File: config.mk
export PLATFORM = sky130hd
export DESIGN_NAME = seven_seg_timer_hms
export DESIGN_NICKNAME = d
export VERILOG_FILES = /design/src/rtl/seg7_pkg.sv /design/src/rtl/bcd_to_7seg.sv /design/src/rtl/seven_seg_timer_hms.sv
export SDC_FILE = /design/constraint.sdc
export NUM_CORES = 1
export LEC_CHECK = 0
export CAP_MARGIN = 15
export CORE_MARGIN = 2
export CORE_UTILIZATION = 30
export DETAILED_ROUTE_END_ITERATION = 6
export SLEW_MARGIN = 0
export SYNTH_ARGS = -nofsm -noshare
export SYNTH_HDL_FRONTEND = slang
export SYNTH_SLANG_ARGS = --single-unit
File: constraint.sdc
create_clock -name clk -period 2.6 [get_ports clk]
set_clock_uncertainty 0.15 [all_clocks]
set_input_delay 0.52 -clock clk [delete_from_list [all_inputs] [get_ports clk]]
set_output_delay 0.52 -clock clk [all_outputs]
set_load 0.01 [all_outputs]
File: src/rtl/seg7_pkg.sv
// Shared constants for the HH:MM:SS seven-segment timer: segment patterns
// in {dp,g,f,e,d,c,b,a} order (active-high) and the time-field limits.
package seg7_pkg;

    localparam logic [7:0] SEG_0     = 8'h3F;
    localparam logic [7:0] SEG_1     = 8'h06;
    localparam logic [7:0] SEG_2     = 8'h5B;
    localparam logic [7:0] SEG_3     = 8'h4F;
    localparam logic [7:0] SEG_4     = 8'h66;
    localparam logic [7:0] SEG_5     = 8'h6D;
    localparam logic [7:0] SEG_6     = 8'h7D;
    localparam logic [7:0] SEG_7     = 8'h07;
    localparam logic [7:0] SEG_8     = 8'h7F;
    localparam logic [7:0] SEG_9     = 8'h6F;
    localparam logic [7:0] SEG_BLANK = 8'h00;

    localparam int SEC_MAX  = 59;
    localparam int MIN_MAX  = 59;
    localparam int HOUR_MAX = 23;

    // Per-digit limits derived from the field maxima.
    localparam logic [3:0] UNITS_MAX     = 4'd9;
    localparam logic [3:0] SEC_TENS_MAX  = 4'(SEC_MAX / 10);
    localparam logic [3:0] MIN_TENS_MAX  = 4'(MIN_MAX / 10);
    localparam logic [3:0] HOUR_TENS_MAX = 4'(HOUR_MAX / 10);
    localparam logic [3:0] HOUR_LAST_U   = 4'(HOUR_MAX % 10);

endpackage

File: src/rtl/bcd_to_7seg.sv
// Combinational BCD digit to seven-segment decoder; non-decimal codes blank.
module bcd_to_7seg
    import seg7_pkg::*;
(
    input  logic [3:0] digit_i,
    output logic [7:0] seg_o
);

    always_comb begin
        seg_o = SEG_BLANK;
        case (digit_i)
            4'd0:    seg_o = SEG_0;
            4'd1:    seg_o = SEG_1;
            4'd2:    seg_o = SEG_2;
            4'd3:    seg_o = SEG_3;
            4'd4:    seg_o = SEG_4;
            4'd5:    seg_o = SEG_5;
            4'd6:    seg_o = SEG_6;
            4'd7:    seg_o = SEG_7;
            4'd8:    seg_o = SEG_8;
            4'd9:    seg_o = SEG_9;
            default: seg_o = SEG_BLANK;
        endcase
    end

endmodule

File: src/rtl/seven_seg_timer_hms.sv
// 24-hour HH:MM:SS timer: tick prescaler, six BCD digit registers with a
// ripple carry chain, and one combinational segment decoder per digit.
module seven_seg_timer_hms
    import seg7_pkg::*;
#(
    parameter int TICKS_PER_SEC = 1
) (
    input  logic       clk,
    input  logic       resetn,
    output logic [7:0] sec0,
    output logic [7:0] sec1,
    output logic [7:0] min0,
    output logic [7:0] min1,
    output logic [7:0] hour0,
    output logic [7:0] hour1
);

    localparam int PW = (TICKS_PER_SEC > 1) ? $clog2(TICKS_PER_SEC) : 1;
    localparam logic [PW-1:0] PRESC_LAST = PW'(TICKS_PER_SEC - 1);

    logic [PW-1:0] presc_q, presc_d;
    logic          tick;

    logic [3:0] s0_q, s1_q, m0_q, m1_q, h0_q, h1_q;
    logic [3:0] s0_d, s1_d, m0_d, m1_d, h0_d, h1_d;
    logic       c_s0, c_s1, c_m0, c_m1, day_wrap;

    assign tick    = (presc_q == PRESC_LAST);
    assign presc_d = tick ? '0 : presc_q + PW'(1);

    // Each carry means "this digit is wrapping on this tick".
    assign c_s0     = tick & (s0_q == UNITS_MAX);
    assign c_s1     = c_s0 & (s1_q == SEC_TENS_MAX);
    assign c_m0     = c_s1 & (m0_q == UNITS_MAX);
    assign c_m1     = c_m0 & (m1_q == MIN_TENS_MAX);
    assign day_wrap = c_m1 & (h1_q == HOUR_TENS_MAX) & (h0_q == HOUR_LAST_U);

    always_comb begin
        s0_d = s0_q;
        s1_d = s1_q;
        m0_d = m0_q;
        m1_d = m1_q;
        h0_d = h0_q;
        h1_d = h1_q;
        if (tick) s0_d = c_s0 ? 4'd0 : s0_q + 4'd1;
        if (c_s0) s1_d = c_s1 ? 4'd0 : s1_q + 4'd1;
        if (c_s1) m0_d = c_m0 ? 4'd0 : m0_q + 4'd1;
        if (c_m0) m1_d = c_m1 ? 4'd0 : m1_q + 4'd1;
        if (c_m1) begin
            if (day_wrap) begin
                h0_d = 4'd0;
                h1_d = 4'd0;
            end else if (h0_q == UNITS_MAX) begin
                h0_d = 4'd0;
                h1_d = h1_q + 4'd1;
            end else begin
                h0_d = h0_q + 4'd1;
            end
        end
    end

    always_ff @(posedge clk) begin
        if (!resetn) begin
            presc_q <= '0;
            s0_q    <= 4'd0;
            s1_q    <= 4'd0;
            m0_q    <= 4'd0;
            m1_q    <= 4'd0;
            h0_q    <= 4'd0;
            h1_q    <= 4'd0;
        end else begin
            presc_q <= presc_d;
            s0_q    <= s0_d;
            s1_q    <= s1_d;
            m0_q    <= m0_d;
            m1_q    <= m1_d;
            h0_q    <= h0_d;
            h1_q    <= h1_d;
        end
    end

    bcd_to_7seg u_dec_s0 (.digit_i(s0_q), .seg_o(sec0));
    bcd_to_7seg u_dec_s1 (.digit_i(s1_q), .seg_o(sec1));
    bcd_to_7seg u_dec_m0 (.digit_i(m0_q), .seg_o(min0));
    bcd_to_7seg u_dec_m1 (.digit_i(m1_q), .seg_o(min1));
    bcd_to_7seg u_dec_h0 (.digit_i(h0_q), .seg_o(hour0));
    bcd_to_7seg u_dec_h1 (.digit_i(h1_q), .seg_o(hour1));

endmodule

After elaboration in Yosys (flattened, before gate mapping)
Memory sizes are Yosys's and may differ from the RTL's. A register that Yosys moved wholly into a read port is not among the register bits.
Cells that the tools add are included.
{"block": "op_classes", "n_div": 0, "n_eq_ne": 7, "n_shift": 0, "multipliers": 0, "muxes": 20, "addsub": 7, "reduce_logical": 3, "magnitude_cmp": 0, "bitwise_logic": 7}
{"operator": "$mux 4", "count": 20}
{"operator": "$add 4x1->4 const B", "count": 6}
{"operator": "$eq 4x4->1 const B", "count": 3}
{"operator": "$eq 4x2->1 const B", "count": 2}
{"operator": "$eq 4x3->1 const B", "count": 2}
{"operator": "$and 1x1->1", "count": 6}
{"operator": "$reduce_and 2->1", "count": 2}
{"operator": "$reduce_bool 2->1", "count": 1}
{"operator": "$add 1x1->1 const B", "count": 1}
{"operator": "$not 1->1", "count": 1}
{"block": "totals", "reg_bits": 25, "latch_bits": 0, "wordCells": 57, "input_bits": 2, "n_memories": 6, "ramBits": 0, "romBits": 672}
{"memory": "(no name shown)", "depth": 16, "width": 7, "read_ports": 1, "rd_ports_with_merged_regs": 1, "write_ports": 0, "line_no": "bcd_to_7seg.sv:11", "source": "case (digit_i)"}
{"memory": "(no name shown)", "depth": 16, "width": 7, "read_ports": 1, "rd_ports_with_merged_regs": 1, "write_ports": 0, "line_no": "bcd_to_7seg.sv:11"}
{"memory": "(no name shown)", "depth": 16, "width": 7, "read_ports": 1, "rd_ports_with_merged_regs": 1, "write_ports": 0, "line_no": "bcd_to_7seg.sv:11"}
{"memory": "(no name shown)", "depth": 16, "width": 7, "read_ports": 1, "rd_ports_with_merged_regs": 1, "write_ports": 0, "line_no": "bcd_to_7seg.sv:11"}
{"memory": "(no name shown)", "depth": 16, "width": 7, "read_ports": 1, "rd_ports_with_merged_regs": 1, "write_ports": 0, "line_no": "bcd_to_7seg.sv:11"}
{"memory": "(no name shown)", "depth": 16, "width": 7, "read_ports": 1, "rd_ports_with_merged_regs": 1, "write_ports": 0, "line_no": "bcd_to_7seg.sv:11"}

Logic depth before layout (Yosys ltp)
Gate-level depths: netlist of the first run.
{"block": "depth", "ltp_word": 11, "mapped_depth": 14, "depth_no_buf": 12}

By module
Synthesis of the first run repeated with hierarchy kept, for this count alone.
{"block": "unflattened", "cells_unflattened": 314, "area_unflattened_um2": 2610.0}
{"mod": "seven_seg_timer_hms", "area_per_inst_um2": 1333.8, "cells_each": 146, "n_inst": 1}
{"mod": "bcd_to_7seg", "area_per_inst_um2": 212.7, "cells_each": 28, "n_inst": 6}

Worst setup path after synthesis of the first run
Ideal clock, no wire load.
{"block": "synth_path", "kind": "reg-to-reg", "start": "reg s1_q[1]", "end": "reg, netlist name u_dec_m1.seg_o[3]", "path_slack_ns": 0.045, "path_buffers": 2, "t_arrival_ns": 2.318, "path_stages_with_launch": 15, "synth_period_minus_slack_ns": 2.555, "setup_time_ns": 0.087, "path_cell_list": "dfxtp_1 > inv_1 > ha_1 > and3b_1 > buf_6 > nand4_4 > nand2_1 > or3b_1 > buf_2 > ha_1 > nand2_1 > nor2_1 > a21oi_1 > o2bb2ai_1 > o31ai_1"}
{"block": "synth_via", "elab_chain_cells": 7}
{"element": "start: declaration", "line_no": "seven_seg_timer_hms.sv:24", "source": "logic [3:0] s0_q, s1_q, m0_q, m1_q, h0_q, h1_q;"}
{"element": "start signal: assignment", "line_no": "seven_seg_timer_hms.sv:66", "source": "s1_q <= 4'd0;"}
{"element": "start signal: assignment", "line_no": "seven_seg_timer_hms.sv:74", "source": "s1_q <= s1_d;"}
{"element": "$eq 4x3->1 (*)", "line_no": "seven_seg_timer_hms.sv:33", "source": "assign c_s1 = c_s0 & (s1_q == SEC_TENS_MAX);"}
{"element": "$and 1x1->1 (*)", "line_no": "seven_seg_timer_hms.sv:33"}
{"element": "$and 1x1->1 (*)", "line_no": "seven_seg_timer_hms.sv:34", "source": "assign c_m0 = c_s1 & (m0_q == UNITS_MAX);"}
{"element": "$and 1x1->1", "line_no": "seven_seg_timer_hms.sv:35", "source": "assign c_m1 = c_m0 & (m1_q == MIN_TENS_MAX);"}
{"element": "$mux 4", "line_no": "seven_seg_timer_hms.sv:48", "source": "if (c_m0) m1_d = c_m1 ? 4'd0 : m1_q + 4'd1;"}
{"element": "$mux 4 (no source line) (*) (2 in a row)"}
Every way passes the cells marked *; elsewhere a longest branch is shown, timed or not.
A chain may end at the register's enable or synchronous reset.

Worst setup path after layout of the first run
{"block": "layout_path", "start": "reg s1_q[1]", "end": "reg, netlist name u_dec_m0.seg_o[3]"}
{"block": "layout_via", "elab_chain_cells": 6}
{"element": "$eq 4x3->1 (*)", "line_no": "seven_seg_timer_hms.sv:33"}
{"element": "$and 1x1->1 (*)", "line_no": "seven_seg_timer_hms.sv:33"}
{"element": "$and 1x1->1", "line_no": "seven_seg_timer_hms.sv:34"}
{"element": "$mux 4", "line_no": "seven_seg_timer_hms.sv:47", "source": "if (c_s1) m0_d = c_m0 ? 4'd0 : m0_q + 4'd1;"}
{"element": "$mux 4 (no source line) (*) (2 in a row)"}
Marks and branches as above.

==> results.ini, run 1 <==
[run_status]
status = finished, final reports clean

[worst_setup_path]
reg2reg_from = s1_q[1]
r2r_end = u_dec_m0.seg_o[3]
crit_type = reg -> reg
worstRegToRegCells = 10
crit_top_cell = inv_2
cpPeakStageDelay_ns = 0.50
worst-path-max-fanout = 4
critPathBufInv = 3
r2r_slack_ns = 0.09
crit_required_ns = 2.71
startpoint_type = flop
cpMaxStageDelayCell = or4_4
end_kind = flop
cp_top_family = simple AND/OR/NAND/NOR gates
path_cells = inv_2 > ha_2 > nand3b_1 > buf_6 > or4_4 > a21oi_4 > inv_2 > ha_1 > mux2_2 > a21oi_1
worstPathArrival_ns = 2.62

[synthesis]
ys_warn_count = 0
synth_edf_count = 0
synth.most_common_cell = dfxtp_1
netlist_instances = 392
synth-seq-cells = 67
ys.flop_type = dfxtp_1
synth_commonest_cells = dfxtp_1, ha_1, inv_1, nor2_1, o21ai_0
async_reset_ff_share_pct = 0
syn_area_mm2 = 0.00369
netlist-cell-type-count = 72
yosys.area.top_type = dfxtp_1
synth_top_area_share_pct = 36.4
avgSynthCellArea_um2 = 9.40
synth_seq_area_share_pct = 36.4
synth.area.top_cells = dfxtp_1, ha_1, o21ai_0, inv_1, nor2_1

[place]
gp_congestion = 0.790
placed_area_mm2 = 0.00449
post-place-ws_ns = -0.124
dp_hpwl_um = 5530
io_buffers = 43

[sta]
hold_viol = 0
rsz0062_at_grt = true
fmaxAchievable_mhz = 398
min_period_ns = 2.51
period_share_pct = 96.7
drv_slew = 0
fin_ws_ns = 0.0852
tns_ns = 0
setup_violations = 0

[cts]
numCtsBuffers = 9
cts_sinks = 67
cts_tree = done
cts_buffer_depth = 2
cts.reportedPaths.clkPinSlew_ns = 0.05
h-tree-depth = 3
clk_latency_ns = 0.33
cts_hold_buf = 0
cts-root-buf = clkbuf_16

[die]
std_cell_rows = 40
dieArea_mm2 = 0.0132
die_x_um = 115
die_h_um = 115
initial_core_util_pct = 30.7
ios = 50
coreArea_mm2 = 0.0120

[final_layout]
nFillCells = 1209
final_layout_size_suffix_gt1_share_pct = 24.0
register_area_mm2 = 0.00134
final_nets = 532
final_area_mm2 = 0.00492
final_util_pct = 41.0
diodes = 0
multi_input_comb_area_mm2 = 0.00221
syn_to_final_growth_pct = 33.5

[power]
report.power.total_uw = 2240
leakagePower_uw = 0.00220
peakVddDrop_uv = 186
power.density_mw_per_mm2 = 455

[detailed_routing]
route.vias.total = 2964
wl_per_cell_um = 11.7
drc = 0
drt_iter0_drc = 114
finalWirelength_um = 7390
ant_nets = 0
drt_first_pass_iters = 4
viasPerCell = 4.68

[worst_hold_path]
hold_path.class = reg -> reg
worstHoldStart = m1_q[3]
hold_depth = 2
worstHoldEndpoint = m1_q[3]

[global_route]
antenna_found_initial = 0
grt_start_max_net_pins = 15
overflow = 0
grt_pass1_vias = 2821
grt_pass1_wl_um = 12300
grt.total_usage_pct = 11.5

[flow_run]
max_cap_violations = 0

## where the power goes
part / internal [uW] / switching [uW] / total (uW)
Combinational: 59.3 / 61.2 / 120
Clock: 635 / 426 / 1060
Sequential: 1050 / 9.63 / 1060
## state kept, by name, indices dropped and copies added, names as in the netlist, 4 cells and up
signal          flops
u_dec_h0.seg_o      7
u_dec_h1.seg_o      7
u_dec_m0.seg_o      7
u_dec_m1.seg_o      7
u_dec_s0.seg_o      7
u_dec_s1.seg_o      7
h0_q                4
h1_q                4
m0_q                4
m1_q                4
s0_q                4
s1_q                4
## cells in the final DEF, fill, tap and decap left out, types with 6 or more instances in the layout
master / netlist / layout
buf_4: 9 / 44
ha_1: 48 / 45
nor2_1: 35 / 32
mux2i_1: 7 / 6
o21ai_0: 27 / 25
inv_1: 35 / 31
a21o_1: 6 / 6
clkdlybuf4s50_1: 0 / 43
clkbuf_16: 0 / 9
dfxtp_1: 67 / 65
conb_1: 1 / 7
nand2_1: 22 / 21
nand3_1: 12 / 12
a21oi_1: 13 / 13
inv_2: 2 / 6
## worst max-delay path by stage
stage / startpoint / to / slack [ns] / depth (start not counted)
detailed placement: resetn / u_dec_m1.seg_o[3] / -0.12 / 9
global placement: resetn / u_dec_m1.seg_o[3] / -0.05 / 9
floorplan: s1_q[1] / u_dec_m1.seg_o[3] / 0.05 / 14
CTS: s1_q[1] / u_dec_m1.seg_o[3] / 0.02 / 12
global route: s1_q[1] / u_dec_m0.seg_o[3] / -0.06 / 10
finish: s1_q[1] / u_dec_m0.seg_o[3] / 0.09 / 10
## cell type report
class / count / area share, %
Multi-Input combinational cell: 277 / 44.8
Clock buffer: 10 / 4.65
Clock inverter: 6 / 0.661
Inverter: 38 / 2.90
Timing Repair Buffer: 89 / 15.9
Tap cell: 147 / 3.74
Sequential cell: 67 / 27.3
## timing repair
item                                    in CTS  in global routing
pin swaps                                    1                  8
resized for setup                            1                 29
setup buffers                                0                  9
cloned                                       0                  0
endpoints found under the setup margin       1                 22
## layer usage
layer  GRT usage [%]  part of all wire (%)
met3            3.06                   3.2
met1            13.0                    45
met4            5.38                   1.3
met2            20.2                    50
met5               0                     0
## per-stage QoR
step                hold WS, ns  instances
finish                    0.478        634
global route              0.514        634
CTS                       0.423        625
detailed placement        0.434        609
global placement          0.421        609
floorplan                 0.396        398
## worst reg2reg max path, stage by stage (launching register included)
cell and delay [ns]:
dfxtp_2 0.33, inv_2 0.05, ha_2 0.16, nand3b_1 0.16, buf_6 0.17, or4_4 0.50, a21oi_4 0.16, inv_2 0.07
ha_1 0.29, mux2_2 0.27, a21oi_1 0.14
## cells by family (layout without fill, tap and decap cells)
logic type / Yosys count / in the layout / share of synthesized area [%]
xor gates and xnor gates: 7 / 7 / 1.87
DFF: 67 / 67 / 36.4
and+or+nand+nor: 118 / 118 / 19.4
buffers and inverters: 54 / 143 / 6.92
AOI/OAI and AO/OA: 85 / 85 / 15.6
adders and majority gates: 48 / 48 / 16.3
muxes: 12 / 12 / 3.43
other: 1 / 7 / 0.102
Power figures use the tool's default switching activity.
==> run 2, diff against run 1 <==
--- a/config.mk
+++ b/config.mk
@@ -9,7 +9,6 @@
 export CORE_MARGIN = 2
 export CORE_UTILIZATION = 30
 export DETAILED_ROUTE_END_ITERATION = 6
-export SLEW_MARGIN = 0
 export SYNTH_ARGS = -nofsm -noshare
 export SYNTH_HDL_FRONTEND = slang
 export SYNTH_SLANG_ARGS = --single-unit
==> results of run 2 <==
No change in the layout: final DEF, timing and power equal those of run 1.
